<file path="config.mk">
export PLATFORM = sky130hd
export DESIGN_NAME = avalon_slave_bridge
export DESIGN_NICKNAME = d
export VERILOG_FILES = /design/src/rtl/avalon_slave_bridge.sv
export SDC_FILE = /design/constraint.sdc
export NUM_CORES = 1
export LEC_CHECK = 0
export CAP_MARGIN = 25
export CORE_AREA = 2 2 106 108
export DETAILED_ROUTE_END_ITERATION = 8
export DIE_AREA = 0 0 108 110
export SYNTH_ARGS = -nofsm -noshare
export SYNTH_HDL_FRONTEND = slang
export SYNTH_SLANG_ARGS = --single-unit
</file>
<file path="constraint.sdc">
create_clock -name ACLK -period 3.5 [get_ports ACLK]
set_input_delay 0.35 -clock ACLK [delete_from_list [all_inputs] [get_ports ACLK]]
set_output_delay 0.35 -clock ACLK [all_outputs]
set_load 0.01 [all_outputs]
</file>
<file path="src/rtl/avalon_slave_bridge.sv">
// Avalon-MM burst slave to user-bus address/data channels; one address per burst, wlast tracked per beat.
// Latency: writes and commands 0 cycles; reads 1 cycle through the read FIFO (0 cycles without it).
// Backpressure: avs_waitrequest follows awready/wready/arready; reads also stall on read-beat credit.
// Optional feature: define AVALON_SLAVE_BRIDGE_READ_FIFO_EN to build the read FIFO and credit admission.
module avalon_slave_bridge #(
  parameter int C_AVS_ADDR_WIDTH   = 32,
  parameter int C_AVS_DATA_WIDTH   = 32,
  parameter int C_BURSTCOUNT_WIDTH = 9,
  parameter int C_RFIFO_DEPTH      = 256
) (
  input  logic                            ACLK,
  input  logic                            ARESET,
  // write address channel
  output logic [C_AVS_ADDR_WIDTH-1:0]     awaddr,
  output logic [7:0]                      awlen,
  output logic                            awvalid,
  input  logic                            awready,
  // write data channel
  output logic [C_AVS_DATA_WIDTH-1:0]     wdata,
  output logic [C_AVS_DATA_WIDTH/8-1:0]   wstrb,
  output logic                            wlast,
  output logic                            wvalid,
  input  logic                            wready,
  // read address channel
  output logic [C_AVS_ADDR_WIDTH-1:0]     araddr,
  output logic [7:0]                      arlen,
  output logic                            arvalid,
  input  logic                            arready,
  // read data channel
  input  logic [C_AVS_DATA_WIDTH-1:0]     rdata,
  input  logic                            rlast,
  input  logic                            rvalid,
  output logic                            rready,
  // Avalon-MM slave
  input  logic [C_AVS_ADDR_WIDTH-1:0]     avs_address,
  input  logic [C_AVS_DATA_WIDTH/8-1:0]   avs_byteenable,
  input  logic [C_BURSTCOUNT_WIDTH-1:0]   avs_burstcount,
  output logic                            avs_waitrequest,
  input  logic                            avs_read,
  output logic [C_AVS_DATA_WIDTH-1:0]     avs_readdata,
  output logic                            avs_readdatavalid,
  input  logic                            avs_write,
  input  logic [C_AVS_DATA_WIDTH-1:0]     avs_writedata
);

  typedef enum logic [0:0] {ST_IDLE, ST_WBURST} state_t;

  state_t                        state_q, state_d;
  logic [7:0]                    wrem_q, wrem_d;
  logic [C_BURSTCOUNT_WIDTH-1:0] len;
  logic [C_BURSTCOUNT_WIDTH-1:0] len_m1;
  logic                          credit_ok;
  logic                          rd_acc;

  // burstcount of zero means a single beat
  assign len    = (avs_burstcount == '0) ? C_BURSTCOUNT_WIDTH'(1) : avs_burstcount;
  assign len_m1 = len - C_BURSTCOUNT_WIDTH'(1);

  assign awaddr = avs_address;
  assign araddr = avs_address;
  assign awlen  = 8'(len_m1);
  assign arlen  = 8'(len_m1);
  assign wdata  = avs_writedata;
  assign wstrb  = avs_byteenable;

  // next-state and handshake outputs; write wins over read, everything idles during reset
  always_comb begin
    state_d         = state_q;
    wrem_d          = wrem_q;
    awvalid         = 1'b0;
    wvalid          = 1'b0;
    wlast           = 1'b0;
    arvalid         = 1'b0;
    avs_waitrequest = 1'b0;
    rd_acc          = 1'b0;
    if (ARESET) begin
      avs_waitrequest = 1'b1;
    end else begin
      case (state_q)
        ST_IDLE: begin
          if (avs_write) begin
            awvalid         = 1'b1;
            wvalid          = 1'b1;
            wlast           = (len == C_BURSTCOUNT_WIDTH'(1));
            avs_waitrequest = !(awready && wready);
            if (awready && wready && (len != C_BURSTCOUNT_WIDTH'(1))) begin
              state_d = ST_WBURST;
              wrem_d  = 8'(len_m1);
            end
          end else if (avs_read) begin
            arvalid         = credit_ok;
            avs_waitrequest = !(credit_ok && arready);
            rd_acc          = credit_ok && arready;
          end
        end
        ST_WBURST: begin
          wvalid = avs_write;
          wlast  = (wrem_q == 8'd1);
          // a read cannot be issued mid-burst, so hold it off rather than drop it
          avs_waitrequest = avs_write ? !wready : avs_read;
          if (avs_write && wready) begin
            wrem_d = wrem_q - 8'd1;
            if (wrem_q == 8'd1) begin
              state_d = ST_IDLE;
            end
          end
        end
        default: state_d = ST_IDLE;
      endcase
    end
  end

  // write FSM state and remaining-beat counter
  always_ff @(posedge ACLK or posedge ARESET) begin
    if (ARESET) begin
      state_q <= ST_IDLE;
      wrem_q  <= 8'd0;
    end else begin
      state_q <= state_d;
      wrem_q  <= wrem_d;
    end
  end

`ifdef AVALON_SLAVE_BRIDGE_READ_FIFO_EN
  localparam int OW = $clog2(C_RFIFO_DEPTH + 1);
  localparam int PW = $clog2(C_RFIFO_DEPTH);

  logic [OW-1:0]               outstanding_q, outstanding_d;
  logic [PW:0]                 wr_ptr_q, wr_ptr_d;
  logic [PW:0]                 rd_ptr_q, rd_ptr_d;
  logic [C_AVS_DATA_WIDTH-1:0] rd_dat_q, rd_dat_d;
  logic                        rd_vld_q, rd_vld_d;
  logic [C_AVS_DATA_WIDTH-1:0] rfifo_mem [C_RFIFO_DEPTH];
  logic                        fifo_empty, fifo_full;
  logic                        push, bypass;
  logic [31:0]                 credit_sum;

  assign fifo_empty = (wr_ptr_q == rd_ptr_q);
  assign fifo_full  = (wr_ptr_q[PW] != rd_ptr_q[PW]) && (wr_ptr_q[PW-1:0] == rd_ptr_q[PW-1:0]);
  assign rready     = !fifo_full;
  assign push       = rvalid && !fifo_full;
  // an incoming beat into an empty FIFO goes straight to the output register to keep 1-cycle latency
  assign bypass     = push && fifo_empty;

  // admission uses the registered count only; beats leaving this cycle are credited next cycle
  assign credit_sum = 32'(outstanding_q) + 32'(len);
  assign credit_ok  = (credit_sum <= 32'(C_RFIFO_DEPTH));

  assign avs_readdata      = rd_dat_q;
  assign avs_readdatavalid = rd_vld_q;

  // FIFO pointers, output register and outstanding-beat accounting
  always_comb begin
    wr_ptr_d      = wr_ptr_q;
    rd_ptr_d      = rd_ptr_q;
    rd_dat_d      = rd_dat_q;
    rd_vld_d      = 1'b0;
    if (push && !bypass) begin
      wr_ptr_d = wr_ptr_q + (PW+1)'(1);
    end
    if (!fifo_empty) begin
      rd_ptr_d = rd_ptr_q + (PW+1)'(1);
      rd_dat_d = rfifo_mem[rd_ptr_q[PW-1:0]];
      rd_vld_d = 1'b1;
    end else if (bypass) begin
      rd_dat_d = rdata;
      rd_vld_d = 1'b1;
    end
    outstanding_d = OW'(32'(outstanding_q) + (rd_acc ? 32'(len) : 32'd0) - 32'(rd_vld_q));
  end

  // read-path registers; reset flushes the FIFO without draining it
  always_ff @(posedge ACLK or posedge ARESET) begin
    if (ARESET) begin
      outstanding_q <= '0;
      wr_ptr_q      <= '0;
      rd_ptr_q      <= '0;
      rd_dat_q      <= '0;
      rd_vld_q      <= 1'b0;
    end else begin
      outstanding_q <= outstanding_d;
      wr_ptr_q      <= wr_ptr_d;
      rd_ptr_q      <= rd_ptr_d;
      rd_dat_q      <= rd_dat_d;
      rd_vld_q      <= rd_vld_d;
    end
  end

  // FIFO storage, written only when the beat cannot bypass
  always_ff @(posedge ACLK) begin
    if (push && !bypass) begin
      rfifo_mem[wr_ptr_q[PW-1:0]] <= rdata;
    end
  end

  logic unused_ok;
  assign unused_ok = &{1'b0, rlast};
`else
  assign credit_ok         = 1'b1;
  assign rready            = 1'b1;
  assign avs_readdata      = rdata;
  assign avs_readdatavalid = rvalid && !ARESET;

  logic unused_ok;
  assign unused_ok = &{1'b0, rlast, rd_acc};
`endif

endmodule

</file>
==> results of run 1 <==
timing repair:
item / in CTS / in global routing
resized for setup: 0 / 2
endpoints found under the hold margin: 0 / 0
setup endpoints to repair: 0 / 1
hold buffers: 0 / 0
worst register-to-register path, stage by stage, from the launching register on:
cell and delay [ns]:
dfrtp_1 0.42, inv_1 0.13, ha_1 0.20, nor3b_1 0.39, a21oi_1 0.13, a41oi_1 0.19, o211ai_1 0.11
path summary, 6_finish.rpt:
| check | endpoint | slack [ns] | depth (start not counted) |
|---|---|---|---|
| max reg2reg | wrem_q[6]$_DFFE_PP0P_ | 1.80 | 6 |
| max | wlast | 0.19 | 10 |
| min | wrem_q[6]$_DFFE_PP0P_ | 0.60 | 2 |
| max in group asynchronous | wrem_q[7]$_DFFE_PP0P_ | 2.62 | 2 |
| min reg2reg | wrem_q[6]$_DFFE_PP0P_ | 0.60 | 2 |
| min in group ACLK | wrem_q[6]$_DFFE_PP0P_ | 0.60 | 2 |
layer usage:
layer | part of all wire | up-vias | track usage
met5 | 0 | - | 0
met4 | 0.063 | 0 | 0.0504
met3 | 0.12 | 50 | 0.0382
met2 | 0.44 | 58 | 0.0948
met1 | 0.38 | 550 | 0.0681
li1 | - | 516 | -
area by class of cell:
class	count	area share
Timing Repair Buffer	41	0.260
Multi-Input combinational cell	93	0.427
Clock buffer	4	0.0290
Sequential cell	9	0.145
Inverter	11	0.0266
Tap cell	140	0.113
through the flow:
step	worst slack [ns]	hold WS, ns	power, uW
after floorplan	1.01	0.186	412
after global placement	0.123	0.574	330
after detailed placement	0.110	0.588	333
after CTS	0.101	0.599	460
after global routing	0.0479	0.657	490
final	0.186	0.596	458
logic make-up (layout without fill, tap and decap cells):
family	Yosys count	after routing	synth area share
AOI/OAI and AO/OA	31	31	0.127
and+or+nand+nor	52	52	0.148
xor gates and xnor gates	3	3	0.0131
adders and majority gates	4	4	0.0250
other	1	1	0.00188
muxes	2	2	0.0100
DFF	9	9	0.113
buffers and inverters	156	56	0.563
synthesized netlist by cell type, drive strengths merged, types with 4 or more instances:
cell type	number	share of area
buf	141	0.53
nor2	12	0.023
inv	11	0.021
nand2	10	0.020
dfrtp	9	0.11
o21ai	7	0.018
nor3	6	0.015
a21oi	4	0.010
clkbuf	4	0.013
ha	4	0.025
nor4	4	0.013
state kept, by name (all words and copies together), names as in the netlist:
signal / count
state_q: 1
wrem_q: 8
report_power, final:
group	leakage, uW	switching [uW]	internal [uW]	total, uW
Sequential	0.000105	24.9	122	147
Combinational	0.000473	94.5	91.8	186
Clock	0.0000228	44.9	79.7	125
==> flow_metrics.py, run 1 <==
metrics = {
    "power": {
        "p_leak_uw": 0.000601,
        "p_per_area_nw_per_um2": 295,
        "ir_worst_vdd_v": 0.000139,
    },
    "cells_and_area": {
        "final.fill_count": 1221,
        "instances_no_fill": 298,
        "fin_area_um2": 1550,
        "nets": 281,
        "drive_gt1_frac": 0.120,
        "area_growth_pct": -22.4,
        "antennaDiodeCount": 0,
        "layout_common_cells": "clkdlybuf4s50_1 (38), nor2_1 (12), inv_1 (11), nand2_1 (9), dfrtp_1 (9)",
        "regArea_um2": 225,
        "postLayoutCoreUtil": 0.145,
        "multiInputGateArea_um2": 662,
        "final_common_cell": "clkdlybuf4s50_1",
    },
    "timing": {
        "drv_slew": 0,
        "max_freq_mhz": 302,
        "period_share": 0.947,
        "slew-limit-headroom": 0.583,
        "worst_slew_pin_slew_ns": 0.626,
        "fin_crit_ns": 3.31,
        "tns_ns": 0,
        "hold_viol": 0,
        "fin_skew_ns": 0.000538,
        "finalSetupViolCount": 0,
        "rsz0062_at_grt": "no",
    },
    "clocking": {
        "clockBufferDepth": 2,
        "cts_sinks": 9,
        "cts_tree": "done",
        "path_clk_slew_ns": 0.05,
        "postCtsSetupBuffers": 0,
        "htree_levels": 1,
        "numCtsBuffers": 3,
        "worstSkewPairLatency_ns": 0.23,
        "cts-root-buf": "clkbuf_8",
    },
    "detailed_routing": {
        "drt-pass1-iter-count": 4,
        "wirelength_um": 3950,
        "route.vias.total": 1174,
        "routedWlPerCell_um": 13.2,
        "via_per_inst": 3.94,
        "drc": 0,
        "drt_iter0_markers": 55,
        "ant_nets": 0,
    },
    "run_status": {
        "status": "finished clean",
    },
    "global_route": {
        "antenna_found_initial": 0,
        "grt_start_max_net_pins": 21,
        "grt_pass1_wl_um": 6020,
        "grt_usage": 0.0649,
        "grt_pass1_vias": 1164,
        "globalRouteOverflowTotal": 0,
    },
    "yosys": {
        "synth_area_um2": 2000,
        "yosys_warnings": 0,
        "synth_ff_type": "dfrtp_1",
        "synth_fp_nets": 380,
        "yosysSeqAreaShare": 0.113,
        "syn_area_per_cell_um2": 7.75,
        "synth_edf_count": 0,
        "syn_inst": 258,
        "async_flop_share": 1.00,
        "synth_seq_cells": 9,
        "synth.distinct_cells": 51,
    },
    "setup_path": {
        "cp_top_family": "buffers and inverters",
        "worstSetupPathType": "input port to output pin",
        "crit_slowest_cell": "clkdlybuf4s50_1",
        "cp.buffers_inverters": 3,
        "endpoint_kind": "output pin",
        "rr_startpoint": "wrem_q[0]$_DFFE_PP0P_",
        "crit_chain": "clkdlybuf4s50_1 > nor4_2 > a31oi_1 > inv_1 > ha_1 > or4b_4 > nor4_2 > a21oi_1 > nor2_1 > clkdlybuf4s50_1",
        "critPathMaxStageDelay_ns": 0.54,
        "cp_max_fo": 5,
        "required_ns": 3.15,
        "cp.arrival_ns": 2.96,
        "setup.worst_path.start": "avs_burstcount[4]",
        "worstSetupStartpointType": "input port",
    },
    "die": {
        "start_util": 0.187,
        "dieArea_um2": 11900,
        "die-width_um": 108,
        "coreArea_um2": 10700,
        "die_y_um": 110,
        "row_count": 38,
        "ios": 273,
    },
    "min_path": {
        "hold_class": "input port to asynchronous set/reset pin",
    },
    "job": {
        "drv_cap": 0,
    },
    "place": {
        "place_inst": 294,
        "placed_area_um2": 1490,
        "port_buffers": 38,
        "dp_hpwl_um": 3100,
        "gp_congestion": 0.838,
    },
}
(Power assumes the default switching activity.)
==> inputs of run 2 (changes only) <==
Settings changed: CORE_AREA 2 2 106 108 to default, CORE_MARGIN from default to 10, CORE_UTILIZATION from default to 27, DIE_AREA 0 0 108 110 to default, PLACE_DENSITY from default to 0.88.
==> run 2 against run 1 <==
  * Global-route usage increased by 0.68 points
  * Utilization increased by 6.6 points
  * Final cell count decreased by 13%
  * Via count up 3.4%
  * Critical endpoint unchanged
  * Design area decreased by 2.0%
  * Combinational power grew 3%
  * Wire length increased by 13%
  * Sequential share of layout area rose by 0.30 points
  * Die area is 5.3% lower
  * Clock skew up 0.0012 ns
  * Hold slack got worse by 0.014 ns
  * Highest routed layer unchanged
  * Setup slack got worse by 0.028 ns
==> flow_metrics.py, run 2 (synthesis results as in run 1) <==
metrics = {
    "timing": {
        "slew-limit-headroom": 0.604,
        "fin_crit_ns": 3.34,
        "drv_slew": 0,
        "tns_ns": 0,
        "hold_viol": 0,
        "period_share": 0.955,
        "worst_slew_pin_slew_ns": 0.594,
        "fin_skew_ns": 0.00177,
        "finalSetupViolCount": 0,
        "max_freq_mhz": 299,
        "fin_ws_ns": 0.158,
    },
    "cells_and_area": {
        "nets": 282,
        "top_regs": "wrem_q x8, state_q x1",
        "drive_gt1_frac": 0.126,
        "fin_area_um2": 1520,
        "largest_reg_flops": 8,
        "antennaDiodeCount": 0,
        "final_common_cell": "clkdlybuf4s50_1",
        "top_register": "wrem_q",
        "area_growth_pct": -24.0,
        "layout_common_cells": "clkdlybuf4s50_1 (36), nor2_1 (12), inv_1 (11), nand2_1 (9), dfrtp_1 (9)",
    },
    "setup_path": {
        "critPathMaxStageDelay_ns": 0.55,
        "crit_chain": "clkdlybuf4s50_1 > nor4_4 > a31oi_1 > inv_1 > ha_1 > or4b_4 > nor4_1 > a21oi_1 > nor2_1 > clkdlybuf4s50_1",
        "cp_max_fo": 5,
        "worstSetupStartpointType": "input port",
        "timing.rr.end": "wrem_q[6]$_DFFE_PP0P_",
        "rr_startpoint": "wrem_q[0]$_DFFE_PP0P_",
        "r2r_slack_ns": 1.78,
        "required_ns": 3.15,
        "endpoint_kind": "output pin",
        "cp.arrival_ns": 2.99,
        "worstSetupPathType": "input port to output pin",
        "crit_slowest_cell": "clkdlybuf4s50_1",
        "cpMostUsedCell": "clkdlybuf4s50_1",
        "worstRegToRegCells": 6,
    },
    "power": {
        "pwr-share-comb": 0.410,
        "p_int_uw": 295,
        "sw_frac_of_total": 0.366,
        "ir_worst_vdd_v": 0.0000678,
        "p_leak_uw": 0.000626,
        "clockPowerShare": 0.273,
        "p_seq_frac": 0.317,
        "p_total_uw": 465,
        "p_sw_uw": 170,
        "p_per_area_nw_per_um2": 306,
    },
    "die": {
        "die_y_um": 106,
        "start_util": 0.277,
        "coreArea_um2": 7210,
        "die-width_um": 106,
        "dieArea_um2": 11200,
        "ios": 273,
        "row_count": 31,
    },
    "detailed_routing": {
        "drc": 0,
        "route.vias.total": 1214,
        "drt_iter0_markers": 50,
        "routedWlPerCell_um": 17.2,
        "wirelength_um": 4450,
        "via_per_inst": 4.71,
        "ant_nets": 0,
        "drt-pass1-iter-count": 4,
    },
    "place": {
        "dp_hpwl_um": 3350,
        "placed_area_um2": 1450,
        "port_buffers": 38,
        "place_ws_ns": 0.111,
        "gp_congestion": 0.865,
    },
    "clocking": {
        "cts_hold_buf": 0,
        "clockBufferDepth": 2,
        "cts_tree": "done",
        "path_clk_slew_ns": 0.05,
        "cts-root-buf": "clkbuf_8",
        "htree_levels": 1,
        "numCtsBuffers": 3,
        "cts_sinks": 9,
        "worstSkewPairLatency_ns": 0.24,
    },
    "run_status": {
        "status": "finished clean",
    },
    "min_path": {
        "hold_class": "input port to asynchronous set/reset pin",
    },
    "job": {
        "drv_cap": 0,
    },
    "global_route": {
        "grt_start_max_net_pins": 21,
        "grt_usage": 0.0716,
        "grt_pass1_wl_um": 6560,
        "globalRouteOverflowTotal": 0,
        "antenna_found_initial": 0,
        "grt_pass1_vias": 1259,
    },
}
-- run 2: cell types whose count changed in the layout (fill, tap and decap cells not counted), sizes merged --
cell	before	now
clkdlybuf4s50	38	36
dlymetal6s2s	0	2
buf	3	4
-- run 2: how the worst max path moves through the flow --
stage / start / to / slack, ns / depth (start not counted)
after floorplan: avs_burstcount[5] / wlast / 1.01 / 8
after global placement: avs_burstcount[4] / wlast / 0.14 / 10
after detailed placement: avs_burstcount[4] / wlast / 0.11 / 10
after CTS: avs_burstcount[4] / wlast / 0.1 / 10
after global routing: avs_burstcount[3] / wlast / -0.04 / 10
final: avs_burstcount[3] / wlast / 0.16 / 10
-- run 2: cell type report --
class	instances	area (um^2)
clock buffers	4	45.0
repair buffers	42	415
multi-input cells	93	669
well taps	99	124
inverters	11	41.3
flip-flops and latches	9	225
fillers	783	5690
-- run 2: power by group through the flow --
| stage | clock (uW) | combinational, uW | sequential [uW] |
|---|---|---|---|
| after global routing | 134 | 209 | 151 |
| after detailed placement | 0 | 187 | 148 |
| after CTS | 125 | 188 | 146 |
| final | 127 | 191 | 147 |
| after global placement | 0 | 180 | 146 |
| after floorplan | 0 | 272 | 140 |
-- run 2: per-layer routing --
metal  up-vias  track usage  share of wire
li1        519            -              -
met1       547       0.0628           0.34
met2        80        0.105           0.42
met3        68       0.0332           0.13
met4         0        0.101           0.11
met5         -            0              0
-- run 2: critical path, delay by kind of cell --
family / cells / cell delay [ns]
AND/OR/NAND/NOR: 4 / 1.12
buffers and inverters: 3 / 1.16
AO/OA/AOI/OAI: 2 / 0.22
adder cells (fa/ha/maj): 1 / 0.13
-- run 2: timing repair --
action | 4_1_cts | 5_1_grt
setup buffers | 0 | 0
setup endpoints to repair | 0 | 1
gates resized for setup | 0 | 5
-- run 2: stage by stage --
stage,util,cells,hold WS [ns]
floorplan,-,258,0.186
global placement,0.201,254,0.572
detailed placement,0.201,254,0.583
CTS,0.207,258,0.602
global route,0.211,258,0.634
finish,0.211,258,0.581
==> inputs of run 3 (changes only) <==
Settings changed: GPL_ROUTABILITY_DRIVEN from default to 0, GPL_TIMING_DRIVEN from default to 0, SKIP_LAST_GASP from default to 1.
==> run 3 against run 2 <==
  * Combinational power rose to 2.7 times the previous value
  * Flip-flop and latch count did not move
  * Utilization is 33 points higher
  * Highest routed layer unchanged
  * First-iteration DRC count up 70%
  * Hold slack gained 0.011 ns
  * Die area unchanged
  * Final cell count up 110%
  * Critical endpoint unchanged
==> flow_metrics.py, run 3 (synthesis results as in run 1) <==
metrics = {
    "setup_path": {
        "crit_chain": "clkdlybuf4s50_1 > nor3_2 > a31oi_4 > inv_1 > ha_1 > or4b_4 > nor4_2 > a21oi_1 > nor2_1 > clkdlybuf4s50_1",
        "setup.worst_path.start": "avs_burstcount[7]",
        "worstSetupPathType": "input port to output pin",
        "rr_startpoint": "wrem_q[0]$_DFFE_PP0P_",
        "cpMostUsedCell": "clkdlybuf4s50_1",
        "cp.arrival_ns": 2.98,
        "endpoint_kind": "output pin",
        "crit_slowest_cell": "clkdlybuf4s50_1",
        "cp_top_family": "simple AND/OR/NAND/NOR gates",
        "required_ns": 3.15,
        "critPathMaxStageDelay_ns": 0.56,
        "cp_max_fo": 5,
        "cp.buffers_inverters": 3,
        "worstSetupStartpointType": "input port",
    },
    "timing": {
        "fin_skew_ns": 0.00344,
        "max_freq_mhz": 300,
        "hold_viol": 0,
        "worst_hold_slack_ns": 0.592,
        "period_share": 0.953,
        "drv_slew": 0,
        "fin_crit_ns": 3.33,
        "rsz0062_at_grt": "no",
        "slew-limit-headroom": 0.641,
        "finalSetupViolCount": 0,
        "worst_slew_pin_slew_ns": 0.533,
    },
    "cells_and_area": {
        "area_growth_pct": 96.6,
        "regArea_um2": 225,
        "layout_common_cells": "clkdlybuf4s50_1 (168), buf_4 (143), nor2_1 (12), inv_1 (11)",
        "postLayoutCoreUtil": 0.545,
        "top_register": "wrem_q",
        "drive_gt1_frac": 0.373,
        "antennaDiodeCount": 0,
        "nets": 557,
        "final.fill_count": 626,
        "fin_area_um2": 3930,
        "final_common_cell": "clkdlybuf4s50_1",
        "largest_reg_flops": 8,
        "top_regs": "wrem_q x8, state_q x1",
        "instances_no_fill": 533,
        "multiInputGateArea_um2": 691,
    },
    "die": {
        "dieArea_um2": 11200,
        "die-width_um": 106,
        "start_util": 0.277,
        "row_count": 31,
        "coreArea_um2": 7210,
        "die_y_um": 106,
        "ios": 273,
    },
    "clocking": {
        "clockBufferDepth": 2,
        "cts_tree": "done",
        "cts-root-buf": "clkbuf_8",
        "worstSkewPairLatency_ns": 0.23,
        "path_clk_slew_ns": 0.05,
        "numCtsBuffers": 3,
        "cts_hold_buf": 0,
        "cts_sinks": 9,
        "htree_levels": 1,
    },
    "global_route": {
        "grt_pass1_wl_um": 12900,
        "grt_start_max_net_pins": 11,
        "globalRouteOverflowTotal": 0,
        "grt_pass1_vias": 2425,
        "antenna_found_initial": 0,
        "grt_usage": 0.139,
    },
    "detailed_routing": {
        "ant_nets": 0,
        "routedWlPerCell_um": 16.5,
        "route.vias.total": 2251,
        "drt-pass1-iter-count": 4,
        "drc": 0,
        "via_per_inst": 4.22,
        "drt_iter0_markers": 85,
        "wirelength_um": 8810,
    },
    "place": {
        "placed_area_um2": 3820,
        "dp_hpwl_um": 8020,
        "place_inst": 527,
        "port_buffers": 170,
    },
    "power": {
        "p_leak_uw": 0.00182,
        "p_per_area_nw_per_um2": 201,
        "ir_worst_vdd_v": 0.0000861,
        "p_total_uw": 790,
    },
    "min_path": {
        "hold_class": "input port to asynchronous set/reset pin",
    },
    "job": {
        "drv_cap": 0,
    },
    "run_status": {
        "status": "finished clean",
    },
}
==> run 3: cell count changes in the layout (fill, tap and decap cells not counted) <==
cell | previous run | this run
nor4_1 | 3 | 2
a31oi_4 | 0 | 1
buf_4 | 4 | 143
nor4_2 | 0 | 1
a31oi_1 | 1 | 0
clkdlybuf4s50_1 | 36 | 168
clkbuf_8 | 3 | 4
clkbuf_1 | 1 | 4
==> run 3: area by class of cell <==
type / count / area share
well taps: 99 / 0.0315
flip-flops and latches: 9 / 0.0573
plain buffers: 145 / 0.276
clock buffers: 4 / 0.0115
repair buffers: 172 / 0.438
inverters: 11 / 0.0105
multi-input cells: 93 / 0.176
==> run 3: layer usage <==
metal | vias to the layer above | track usage | part of all wire
met2 | 169 | 0.256 | 0.52
met3 | 8 | 0.0797 | 0.15
met1 | 1005 | 0.128 | 0.32
li1 | 1069 | - | -
met5 | - | 0 | 0
met4 | 0 | 0.0377 | 0.012
==> run 3: what timing repair did <==
item / in CTS / in global routing
buffers inserted: 0 / 2
pin swaps: 0 / 1
resized for setup: 4 / 4
endpoints found under the setup margin: 2 / 2
==> run 3: through the flow <==
step | TNS (ns) | worst slack, ns
after global placement | -0.149 | -0.149
after CTS | 0 | 0.0167
after floorplan | 0 | 1.01
after detailed placement | -0.233 | -0.214
final | 0 | 0.166
after global routing | 0 | 0.0222
==> run 3: final timing paths <==
| kind | to | slack (ns) | cells after the start |
|---|---|---|---|
| max | wlast | 0.17 | 10 |
| max reg2reg | wrem_q[6]$_DFFE_PP0P_ | 1.79 | 6 |
| min reg2reg | wrem_q[6]$_DFFE_PP0P_ | 0.60 | 2 |
| min | wrem_q[6]$_DFFE_PP0P_ | 0.59 | 2 |
| max in group asynchronous | wrem_q[4]$_DFFE_PP0P_ | 2.62 | 2 |
| min in group ACLK | wrem_q[6]$_DFFE_PP0P_ | 0.60 | 2 |
==> run 3: power by group <==
part | internal, uW | switching (uW) | leakage (uW)
registers | 122 | 25.2 | 0.000105
logic | 322 | 198 | 0.00169
clock network | 79.5 | 42.7 | 0.0000228
